File: src/rtl/noc_pkg.sv
// Shared flit layout, the single-flit type code and the TX state encoding for the
// NoC network-interface slice.
package noc_pkg;

    localparam int FLIT_W   = 40;
    localparam int SRC_MSB  = 39;
    localparam int SRC_LSB  = 36;
    localparam int DST_MSB  = 35;
    localparam int DST_LSB  = 32;
    localparam int TS_MSB   = 31;
    localparam int TS_LSB   = 24;
    localparam int DATA_MSB = 23;
    localparam int DATA_LSB = 2;
    localparam int TYPE_MSB = 1;
    localparam int TYPE_LSB = 0;

    localparam logic [1:0] TYPE_SINGLE = 2'b11;

    typedef enum logic [1:0] {
        TX_IDLE = 2'd0,
        TX_SEND = 2'd1,
        TX_HOLD = 2'd2
    } tx_state_t;

    function automatic logic [FLIT_W-1:0] make_flit(input logic [3:0]  src,
                                                    input logic [3:0]  dst,
                                                    input logic [7:0]  ts,
                                                    input logic [21:0] data);
        return {src, dst, ts, data, TYPE_SINGLE};
    endfunction

endpackage

File: src/rtl/ni_local_port_if.sv
// PE injection handshake between a processing element (master) and its network
// interface (slave).
interface ni_local_port_if;

    logic        pe_valid;
    logic        pe_ready;
    logic [3:0]  pe_dst;
    logic [21:0] pe_data;

    modport master (output pe_valid, output pe_dst, output pe_data, input pe_ready);
    modport slave  (input pe_valid, input pe_dst, input pe_data, output pe_ready);

endinterface

File: src/rtl/ni_tx_fifo.sv
// DEPTH x WIDTH circular buffer holding flits waiting for the router local input.
// Pointers carry one extra wrap bit so full and empty are distinguishable.
module ni_tx_fifo #(
    parameter int DEPTH = 4,
    parameter int WIDTH = 40
) (
    input  logic             clk,
    input  logic             rst_n,
    input  logic             push,
    input  logic [WIDTH-1:0] wr_data,
    input  logic             pop,
    output logic [WIDTH-1:0] rd_data,
    output logic             full,
    output logic             empty
);

    localparam int AW = (DEPTH > 1) ? $clog2(DEPTH) : 1;
    localparam logic [AW:0] PTR_ONE = (AW+1)'(1);

    logic [WIDTH-1:0] mem [DEPTH];
    logic [AW:0]      wr_ptr;
    logic [AW:0]      rd_ptr;

    always_ff @(posedge clk or negedge rst_n) begin
        if (!rst_n) begin
            wr_ptr <= '0;
            rd_ptr <= '0;
        end else begin
            if (push) wr_ptr <= wr_ptr + PTR_ONE;
            if (pop)  rd_ptr <= rd_ptr + PTR_ONE;
        end
    end

    // NOTE: storage is deliberately left out of reset; clearing the pointers
    // already makes every stale entry unreachable.
    always_ff @(posedge clk) begin
        if (push) mem[wr_ptr[AW-1:0]] <= wr_data;
    end

    assign rd_data = mem[rd_ptr[AW-1:0]];
    assign empty   = (wr_ptr == rd_ptr);
    assign full    = (wr_ptr[AW] != rd_ptr[AW]) && (wr_ptr[AW-1:0] == rd_ptr[AW-1:0]);

endmodule

File: src/rtl/ni_local_port.sv
// Network interface for a router local port: stamps and queues PE flits, receives
// and checks delivered flits. Define NI_LATENCY_STAT_EN to add latency statistics.
module ni_local_port
    import noc_pkg::*;
#(
    parameter logic [3:0] NODE_ID  = 4'd0,
    parameter int         DATASIZE = 40,
    parameter int         DEPTH    = 4
) (
    input  logic                clk,
    input  logic                rst_n,
    ni_local_port_if.slave      pe,
    output logic [DATASIZE-1:0] L_data_out,
    output logic                L_valid_out,
    input  logic                L_full_in,
    input  logic [DATASIZE-1:0] L_data_in,
    input  logic                L_valid_in,
    output logic                rx_valid,
    output logic [3:0]          rx_src,
    output logic [21:0]         rx_data,
    output logic [7:0]          rx_latency,
    output logic [15:0]         tx_cnt,
    output logic [15:0]         rx_cnt,
    output logic                err_misroute
`ifdef NI_LATENCY_STAT_EN
    ,
    output logic [7:0]          lat_max,
    output logic [23:0]         lat_sum
`endif
);

    logic [7:0]          now;
    logic                q_full;
    logic                q_empty;
    logic                q_push;
    logic                q_pop;
    logic [DATASIZE-1:0] q_head;
    logic [DATASIZE-1:0] tx_flit;
    tx_state_t           state;
    tx_state_t           next_state;

    always_ff @(posedge clk or negedge rst_n) begin
        if (!rst_n) now <= '0;
        else        now <= now + 8'd1;
    end

    assign pe.pe_ready = !q_full;
    assign q_push      = pe.pe_valid && !q_full;
    assign tx_flit     = DATASIZE'(make_flit(NODE_ID, pe.pe_dst, now, pe.pe_data));

    ni_tx_fifo #(.DEPTH(DEPTH), .WIDTH(DATASIZE)) u_tx_fifo (
        .clk     (clk),
        .rst_n   (rst_n),
        .push    (q_push),
        .wr_data (tx_flit),
        .pop     (q_pop),
        .rd_data (q_head),
        .full    (q_full),
        .empty   (q_empty)
    );

    // NOTE: next_state gets its default before the case so no path leaves it
    // unassigned, which would otherwise infer a latch.
    always_comb begin
        next_state = state;
        case (state)
            TX_IDLE: if (!q_empty) next_state = L_full_in ? TX_HOLD : TX_SEND;
            TX_SEND: begin
                if (q_empty)        next_state = TX_IDLE;
                else if (L_full_in) next_state = TX_HOLD;
            end
            TX_HOLD: if (!L_full_in) next_state = TX_SEND;
            default: next_state = TX_IDLE;
        endcase
    end

    // Entering SEND is where the head is captured and popped, so the SEND cycle
    // presents that flit while the FSM already looks at the remaining entries.
    assign q_pop       = (next_state == TX_SEND);
    assign L_valid_out = (state == TX_SEND);

    // NOTE: all state below uses non-blocking assignments so every register
    // samples pre-edge values regardless of statement order.
    always_ff @(posedge clk or negedge rst_n) begin
        if (!rst_n) begin
            state      <= TX_IDLE;
            L_data_out <= '0;
            tx_cnt     <= '0;
        end else begin
            state <= next_state;
            if (q_pop) begin
                L_data_out <= q_head;
                if (tx_cnt != 16'hFFFF) tx_cnt <= tx_cnt + 16'd1;
            end
        end
    end

    logic       rx_hit;
    logic       rx_miss;
    logic [7:0] rx_lat;
    logic [1:0] unused_type;

    assign rx_hit      = L_valid_in && (L_data_in[DST_MSB:DST_LSB] == NODE_ID);
    assign rx_miss     = L_valid_in && (L_data_in[DST_MSB:DST_LSB] != NODE_ID);
    assign rx_lat      = now - L_data_in[TS_MSB:TS_LSB];
    assign unused_type = L_data_in[TYPE_MSB:TYPE_LSB];

    always_ff @(posedge clk or negedge rst_n) begin
        if (!rst_n) begin
            rx_valid     <= 1'b0;
            rx_src       <= '0;
            rx_data      <= '0;
            rx_latency   <= '0;
            rx_cnt       <= '0;
            err_misroute <= 1'b0;
        end else begin
            rx_valid <= rx_hit;
            if (rx_hit) begin
                rx_src     <= L_data_in[SRC_MSB:SRC_LSB];
                rx_data    <= L_data_in[DATA_MSB:DATA_LSB];
                rx_latency <= rx_lat;
                if (rx_cnt != 16'hFFFF) rx_cnt <= rx_cnt + 16'd1;
            end
            if (rx_miss) err_misroute <= 1'b1;
        end
    end

`ifdef NI_LATENCY_STAT_EN
    logic [24:0] lat_sum_wide;
    assign lat_sum_wide = {1'b0, lat_sum} + {17'd0, rx_lat};

    always_ff @(posedge clk or negedge rst_n) begin
        if (!rst_n) begin
            lat_max <= '0;
            lat_sum <= '0;
        end else if (rx_hit) begin
            if (rx_lat > lat_max) lat_max <= rx_lat;
            lat_sum <= lat_sum_wide[24] ? 24'hFFFFFF : lat_sum_wide[23:0];
        end
    end
`endif

endmodule

File: src/flat_wrapper.sv
// flat-port wrapper written by rule: the top's interface ports become plain ports
module ni_local_port_flat import noc_pkg::*;
#(
    parameter logic [3:0] NODE_ID  = 4'd0,
    parameter int         DATASIZE = 40,
    parameter int         DEPTH    = 4
)
  (clk, rst_n, L_data_out, L_valid_out, L_full_in, L_data_in, L_valid_in, rx_valid, rx_src, rx_data, rx_latency, tx_cnt, rx_cnt, err_misroute, pe_pe_valid, pe_pe_dst, pe_pe_data, pe_pe_ready);
  ni_local_port_if pe_i ();
  input  logic clk;
  input  logic rst_n;
  output logic [DATASIZE-1:0] L_data_out;
  output logic L_valid_out;
  input  logic L_full_in;
  input  logic [DATASIZE-1:0] L_data_in;
  input  logic L_valid_in;
  output logic rx_valid;
  output logic [3:0] rx_src;
  output logic [21:0] rx_data;
  output logic [7:0] rx_latency;
  output logic [15:0] tx_cnt;
  output logic [15:0] rx_cnt;
  output logic err_misroute;
  input wire logic [$bits(pe_i.pe_valid)-1:0] pe_pe_valid;
  input wire logic [$bits(pe_i.pe_dst)-1:0] pe_pe_dst;
  input wire logic [$bits(pe_i.pe_data)-1:0] pe_pe_data;
  output wire logic [$bits(pe_i.pe_ready)-1:0] pe_pe_ready;
  assign pe_i.pe_valid = pe_pe_valid;
  assign pe_i.pe_dst = pe_pe_dst;
  assign pe_i.pe_data = pe_pe_data;
  assign pe_pe_ready = pe_i.pe_ready;
  ni_local_port #(.NODE_ID(NODE_ID), .DATASIZE(DATASIZE), .DEPTH(DEPTH)) u_core (.clk(clk), .rst_n(rst_n), .pe(pe_i), .L_data_out(L_data_out), .L_valid_out(L_valid_out), .L_full_in(L_full_in), .L_data_in(L_data_in), .L_valid_in(L_valid_in), .rx_valid(rx_valid), .rx_src(rx_src), .rx_data(rx_data), .rx_latency(rx_latency), .tx_cnt(tx_cnt), .rx_cnt(rx_cnt), .err_misroute(err_misroute));
endmodule
File: config.mk
export PLATFORM = sky130hd
export DESIGN_NAME = ni_local_port_flat
export DESIGN_NICKNAME = d
export VERILOG_FILES = /design/src/rtl/noc_pkg.sv /design/src/rtl/ni_local_port_if.sv /design/src/rtl/ni_tx_fifo.sv /design/src/rtl/ni_local_port.sv /design/src/flat_wrapper.sv
export SDC_FILE = /design/constraint.sdc
export NUM_CORES = 1
export LEC_CHECK = 0
export ABC_CLOCK_PERIOD_IN_PS = 4000
export CAP_MARGIN = 0
export CORE_MARGIN = 4
export CORE_UTILIZATION = 57
export CTS_BUF_LIST = sky130_fd_sc_hd__clkbuf_4 sky130_fd_sc_hd__clkbuf_8 sky130_fd_sc_hd__clkbuf_16
export DETAILED_ROUTE_END_ITERATION = 7
export GPL_TIMING_DRIVEN = 0
export PLACE_DENSITY = 0.86
export SYNTH_ARGS = -nofsm -noshare
export SYNTH_HDL_FRONTEND = slang
export SYNTH_SLANG_ARGS = --single-unit
export TNS_END_PERCENT = 10
File: constraint.sdc
create_clock -name clk -period 4 [get_ports clk]
set_input_delay 0.8 -clock clk [delete_from_list [all_inputs] [get_ports clk]]
set_output_delay 0.8 -clock clk [all_outputs]
set_load 0.02 [all_outputs]
**Word-level counts from Yosys, hierarchy flattened**

Memories as Yosys holds them, arrays and structs flattened. A register that Yosys moved wholly into a read port is not among the register bits.
Index checks and enable logic that the tools add are counted.

- Bits in writable memories: 136
- Word-level logic and storage cells: 46
- Input bits: 71
- Bits in registers: 124
- Memories kept: 1
- Output and inout bits: 110

Memory list:

| memory | words | bits a word | rd ports | clocked after Yosys merged registers in | write ports | RTL line | source |
|---|---|---|---|---|---|---|---|
| u_core.u_tx_fifo.mem | 4 | 34 | 1 | 1 | 1 | ni_tx_fifo.sv:20 | `logic [WIDTH-1:0] mem [DEPTH];` |

- Reductions and logical operators: 11
- Eq/ne operators: 8
- Multiplexer cells: 8
- Add/subtract/negate cells: 6

Operators with widths:

| cell | number |
|---|---|
| 16-bit by 1-bit adder with 16-bit output, second input constant | 2 |
| 16-bit != test, second input constant | 2 |
| 2-bit 2-to-1 mux | 5 |
| 8-bit by 1-bit adder with 8-bit output, second input constant | 1 |
| 8-bit subtractor | 1 |
| 3-bit by 1-bit adder with 3-bit output, second input constant | 2 |
| 2-bit case mux with 3 select lines | 1 |
| 2-bit by 1-bit equality test with 1-bit output, second input constant | 2 |
| 1-bit logical AND | 4 |
| 4-bit zero test | 1 |
| 2-bit AND reduction | 2 |
| 4-bit nonzero test | 1 |
| 3-bit equality test | 1 |
| 2-bit equality test | 1 |
| 2-bit equality test, second input constant | 1 |
| 1-bit zero test | 2 |
| 2-bit zero test | 1 |
| 1-bit 2-to-1 mux | 2 |
| 1-bit != test | 1 |

**Logic depth before layout (Yosys ltp)**

- Depth after elaboration: 6
- Mapped depth: 8
- Depth with buffers taken out: 8

**By module**

Synthesis repeated with hierarchy kept, for this count alone.

- Cells, all modules: 681
- Area total of the unflattened synthesis: 11283.3 sq um

Modules (own cells, without submodules):

| module | times used | cells each | area an instance (sq um) | seq. area each (sq um) |
|---|---|---|---|---|
| ni_tx_fifo | 1 | 240 | 6170.9 | 4954.8 |
| ni_local_port | 1 | 441 | 5112.4 | 2952.8 |

**Least setup slack after synthesis**

Ideal clock, no wire load.

- Kind: flip-flop to flip-flop
- Start: register u_core.u_tx_fifo.rd_ptr[0]
- End: memory u_core.u_tx_fifo.mem[3][0] (netlist name), enable pin
- Cell stages (with the launch flop): 6
- Arrival: 2.089 ns
- Setup slack: 1.516 ns
- Path through: dfrtp_1 -> buf_2 -> xor2_1 -> nor2_1 -> a21boi_1 -> and2_1

- Word-level cells in the longest chain between the ends: 6

Ends and longest elaborated chain:

| item | RTL line | source |
|---|---|---|
| start, declared | ni_tx_fifo.sv:22 | `logic [AW:0] rd_ptr;` |
| start signal, assigned | ni_tx_fifo.sv:30 | `if (pop) rd_ptr <= rd_ptr + PTR_ONE;` |
| 2-bit equality test | ni_tx_fifo.sv:42 | `assign full = (wr_ptr[AW] != rd_ptr[AW]) && (wr_ptr[AW-1:0] == rd_ptr[AW-1:0]);` |
| 1-bit logical AND | ni_tx_fifo.sv:42 |  |
| 1-bit zero test | ni_local_port.sv:48 | `assign q_push = pe.pe_valid && !q_full;` |
| 1-bit logical AND | ni_local_port.sv:48 |  |
| 1-bit 2-to-1 mux | ni_tx_fifo.sv:37 | `if (push) mem[wr_ptr[AW-1:0]] <= wr_data;` |
| 1-bit 2-to-1 mux (not written as such) | ni_tx_fifo.sv:37 |  |
| end, declared | ni_tx_fifo.sv:20 |  |

No other way between the ends.

**Worst setup path in the final report**

- Start: register u_core.u_tx_fifo.rd_ptr[1]
- End: output pe_pe_ready

- Word-level cells in the longest chain between the ends: 3

Ends and longest elaborated chain:

| item | RTL line | source |
|---|---|---|
| 2-bit equality test | ni_tx_fifo.sv:42 |  |
| 1-bit logical AND | ni_tx_fifo.sv:42 |  |
| 1-bit zero test | ni_local_port.sv:47 | `assign pe.pe_ready = !q_full;` |
| end, declared | flat_wrapper.sv:27 | `output wire logic [$bits(pe_i.pe_ready)-1:0] pe_pe_ready;` |

No other way between the ends.

==> PnR_summary.wiki <==
{| class="wikitable"
! Metric !! Value
|-
| Effective utilization at floorplan || 58.29%
|-
| Cell types with the largest area share after synthesis || edfxtp_1 40%, dfrtp_1 29%, mux4_2 7.6%, mux2_2 4.0%, nand2_1 3.9%
|-
| Post-route non-filler standard cell count || 1105
|-
| DR vias || 6178
|-
| Register area || 7062 sq um
|-
| Floorplan die width || 141.2 microns
|-
| Total of cells resized after clock tree synthesis || 0
|-
| Hold violation total from the final report || 0
|-
| CP Capture Point || pe_pe_ready
|-
| Cells after synthesis || 650
|-
| Share of flip-flops with an asynchronous set or reset || 46.67%
|-
| CTS tree || done
|-
| Core Footprint || 17360 sq um
|-
| Hold Crit Class || in2async
|-
| CP required || 3.20 ns
|-
| Startpoint type of the worst setup path || flop
|-
| Logic depth of the worst setup path including buffers || 5
|-
| I/O Buffers || approximately 170
|-
| Clock latency at the later pin of the worst-skew pair || 0.51 ns
|-
| Die extent in y || ~140 microns
|-
| Most frequent cells in the layout || 173 x clkdlybuf4s50_1, 136 x edfxtp_1, 119 x dfrtp_1, 106 x nand2_1, 36 x mux2_2
|-
| Distinct cell type count after synthesis || 46
|-
| Sequential cell area fraction in the yosys report || 69.80%
|-
| Area overhead of the layout relative to synthesis || 29.92%
|-
| Final estimated routing congestion in global placement || ~0.86
|-
| Register-to-register setup slack || 1.45 ns
|-
| Outcome || finished clean
|-
| Crit Path Class || reg2out
|-
| Ratio of cells with drive above 1 in the final layout || 17.05%
|-
| Master of the slowest instance on the critical path || clkdlybuf4s50_1
|-
| # DRC || 0
|-
| Cell-by-cell listing of the critical path || buf_2 -> xor2_1 -> nor2_1 -> nand2_1 -> clkdlybuf4s50_1
|-
| Placed cell count || 1057
|-
| Data arrival, critical path || 2.22 ns
|-
| R2r startpoint || u_core.u_tx_fifo.rd_ptr[1]
|-
| Clk root buf || clkbuf_16
|-
| Total half-perimeter wirelength after legalization and detailed placement || 14760 microns
|-
| Synth Area per Inst || 15.56 sq um
|-
| Reported max-cap violation count || 0
|-
| Pwr per Cell Area || 684.7 nW/um^2
|-
| Number of warnings reported in the yosys synthesis log || 0
|-
| Clock buffer depth || 3
|-
| Cell area after technology mapping || between 10000 and 15000 sq um
|-
| Number of pins with negative max-slew slack in the final report || 0
|-
| Clock transition at the registers of the reported paths || 0.06 ns
|-
| Number of flops mapped to enable cells by yosys || 136
|-
| CP top delay family || buffers and inverters
|-
| 1st-pass router iterations || 4
|-
| Setup repair after global routing missed its margin || false
|-
| Placed inst area || 12280 sq um
|-
| Number of buffers inserted by hold repair at cts || 0
|-
| Total setup buffers inserted after CTS || 0
|-
| R2r endpoint || u_core.L_data_out[32]
|-
| Achievable clock frequency || about 0.33 GHz
|-
| Final-layout fill cell count || between 900 and 1000
|-
| Total number of clock tree sinks || between 200 and 300
|-
| I/O Pins || 181
|-
| Number of rows created at floorplan || 48
|-
| Final design utilization || 75.73%
|-
| Maximum fanout encountered on the critical timing path || 9
|-
| First-pass GRT wire length || 35550 microns
|-
| Finished Cell Area || roughly 13000 sq um
|-
| Relative max-transition margin || between 40% and 50%
|-
| Antenna-violating nets left || 0
|-
| Measured slew at the worst slew-check pin || 0.8896 ns
|-
| Number of design-rule violations left by the first detailed-router iteration || around 300
|-
| Total clock buffers created by CTS || 26
|-
| Max IR drop VDD || 543.3 uV
|-
| Register-to-Register Path Depth || 6
|-
| Number of buffers and inverters on the critical path || 2
|-
| Number of synthesized register bits || 255
|-
| Crit. Startpoint || u_core.u_tx_fifo.rd_ptr[1]
|-
| Most used flip-flop cell after synthesis || edfxtp_1
|-
| Number of antenna violations at the first check in global routing || 0
|-
| Post-synth top area share || 40.37%
|-
| CTS HTree Levels || 1
|-
| GR Util All Layers || a little under a quarter
|-
| Worst path max stage delay || 0.60 ns
|-
| Number of inserted diodes || 0
|-
| Period Utilization, post-route || 75.51%
|-
| Leakage dissipation || 0.005265 uW
|-
| Sort of element at the end of the critical path || output port
|-
| Number of global-route vias before repair || 6574
|-
| Maximum number of pins on one net before global-route repair || 86
|-
| Dominant cell type by area after synthesis || edfxtp_1
|-
| Hold slack final || 0.1819 ns
|-
| # nets final || 947
|-
| Aggregate global routing overflow || 0
|-
| Routed WL per cell || between 20 and 25 microns
|-
| Most frequent standard cell in the layout excluding fill and tap cells || clkdlybuf4s50_1
|-
| Final setup viols || 0
|-
| Area of the die || 19940 sq um
|-
| Drt via density || between 5 and 6
|-
| Setup Skew || 0.01597 ns
|-
| Final critical delay including setup and external delays || slightly above 3 ns
|-
| Final WL || 22120 microns
|-
| Combined area of the multi-input logic cells || 2873 sq um
|}
metal layers:
metal	up-vias	wire (microns)	share of wire [%]	global-route usage, %
li1	2781	-	-	-
met1	3109	8456	38	28.39
met2	259	11590	52	40.31
met3	29	1774	8.0	5.326
met4	0	300	1.4	4.437
met5	-	0	0	0
cells in the mapped netlist, drive strengths merged (2+ instances only):
| master | count |
|---|---|
| edfxtp | 136 |
| dfrtp | 119 |
| nand2 | 106 |
| mux2 | 36 |
| mux4 | 34 |
| xnor2 | 21 |
| xor2 | 21 |
| buf | 19 |
| nand3 | 19 |
| nor2 | 19 |
| inv | 17 |
| ha | 15 |
| and3 | 9 |
| nand4 | 9 |
| o21ai | 8 |
| clkbuf | 7 |
| and2 | 6 |
| nor3 | 6 |
| a21oi | 5 |
| nand2b | 4 |
| o21a | 4 |
| o31ai | 4 |
| and4 | 3 |
| a211oi | 2 |
| a21boi | 2 |
| a31oi | 2 |
| nor2b | 2 |
| nor3b | 2 |
| nor4 | 2 |
| or4 | 2 |
registers in the layout, summed over array words and instances, names as in the netlist, 4 cells and up:
register and count:
u_core.u_tx_fifo.mem 136, u_core.L_data_out 35, u_core.rx_data 22, u_core.rx_cnt 16
u_core.tx_cnt 16, u_core.now 8, u_core.rx_latency 8, u_core.rx_src 4
power breakdown:
group	total [uW]	internal [uW]	leakage, uW	switching (uW)
clock network	2360	1410	0.000442	944
registers	3790	3460	0.00272	327
logic	2850	1420	0.00210	1440
stage by stage:
stage / TNS (ns) / power [uW] / setup slack [ns]
global placement: -307.58 / 6485 / -2.597
global route: 0 / 9428 / 0.8141
floorplan: 0 / 5431 / 1.516
finish: 0 / 9000 / 0.9794
CTS: 0 / 9096 / 0.9344
detailed placement: 0 / 6689 / 0.9749
kinds of logic (layout without fill, tap and decap cells):
family | Yosys count | count (layout) | synth area share [%]
flip-flops | 255 | 255 | 69.80
multiplexers | 70 | 70 | 11.58
XOR/XNOR | 42 | 42 | 3.636
AO/OA/AOI/OAI | 32 | 32 | 2.214
other | 1 | 4 | 0.03707
AND/OR/NAND/NOR | 191 | 191 | 8.719
buffers and inverters | 43 | 270 | 1.966
adder cells (fa/ha/maj) | 16 | 16 | 2.053
how the worst min path moves through the flow:
stage | from | end | slack, ns
after floorplan | u_core.u_tx_fifo.wr_ptr[2] | u_core.u_tx_fifo.wr_ptr[2] | 0.46
after global placement | u_core.err_misroute | u_core.err_misroute | 0.45
after detailed placement | u_core.err_misroute | u_core.err_misroute | 0.45
after CTS | rst_n | u_core.L_data_out[17] | 0.19
after global routing | rst_n | u_core.L_data_out[17] | 0.20
final | rst_n | u_core.L_data_out[10] | 0.18
layout make-up:
| cell class | instances | share of cell area, % |
|---|---|---|
| flip-flops and latches | 255 | 53.73 |
| multi-input cells | 355 | 21.86 |
| repair buffers | 179 | 14.19 |
| clock buffers | 39 | 6.245 |
| well taps | 225 | 2.142 |
| plain buffers | 26 | 1.028 |
| inverters | 17 | 0.4855 |
| clock inverters | 9 | 0.3237 |
worst register-to-register path, stage by stage (launching register included):
cell     delay [ns]
dfrtp_1        0.38
buf_2          0.21
xor2_1         0.20
o41ai_2        0.62
buf_2          0.40
buf_4          0.27
mux2_2         0.37
Power figures use the tool's default switching activity.
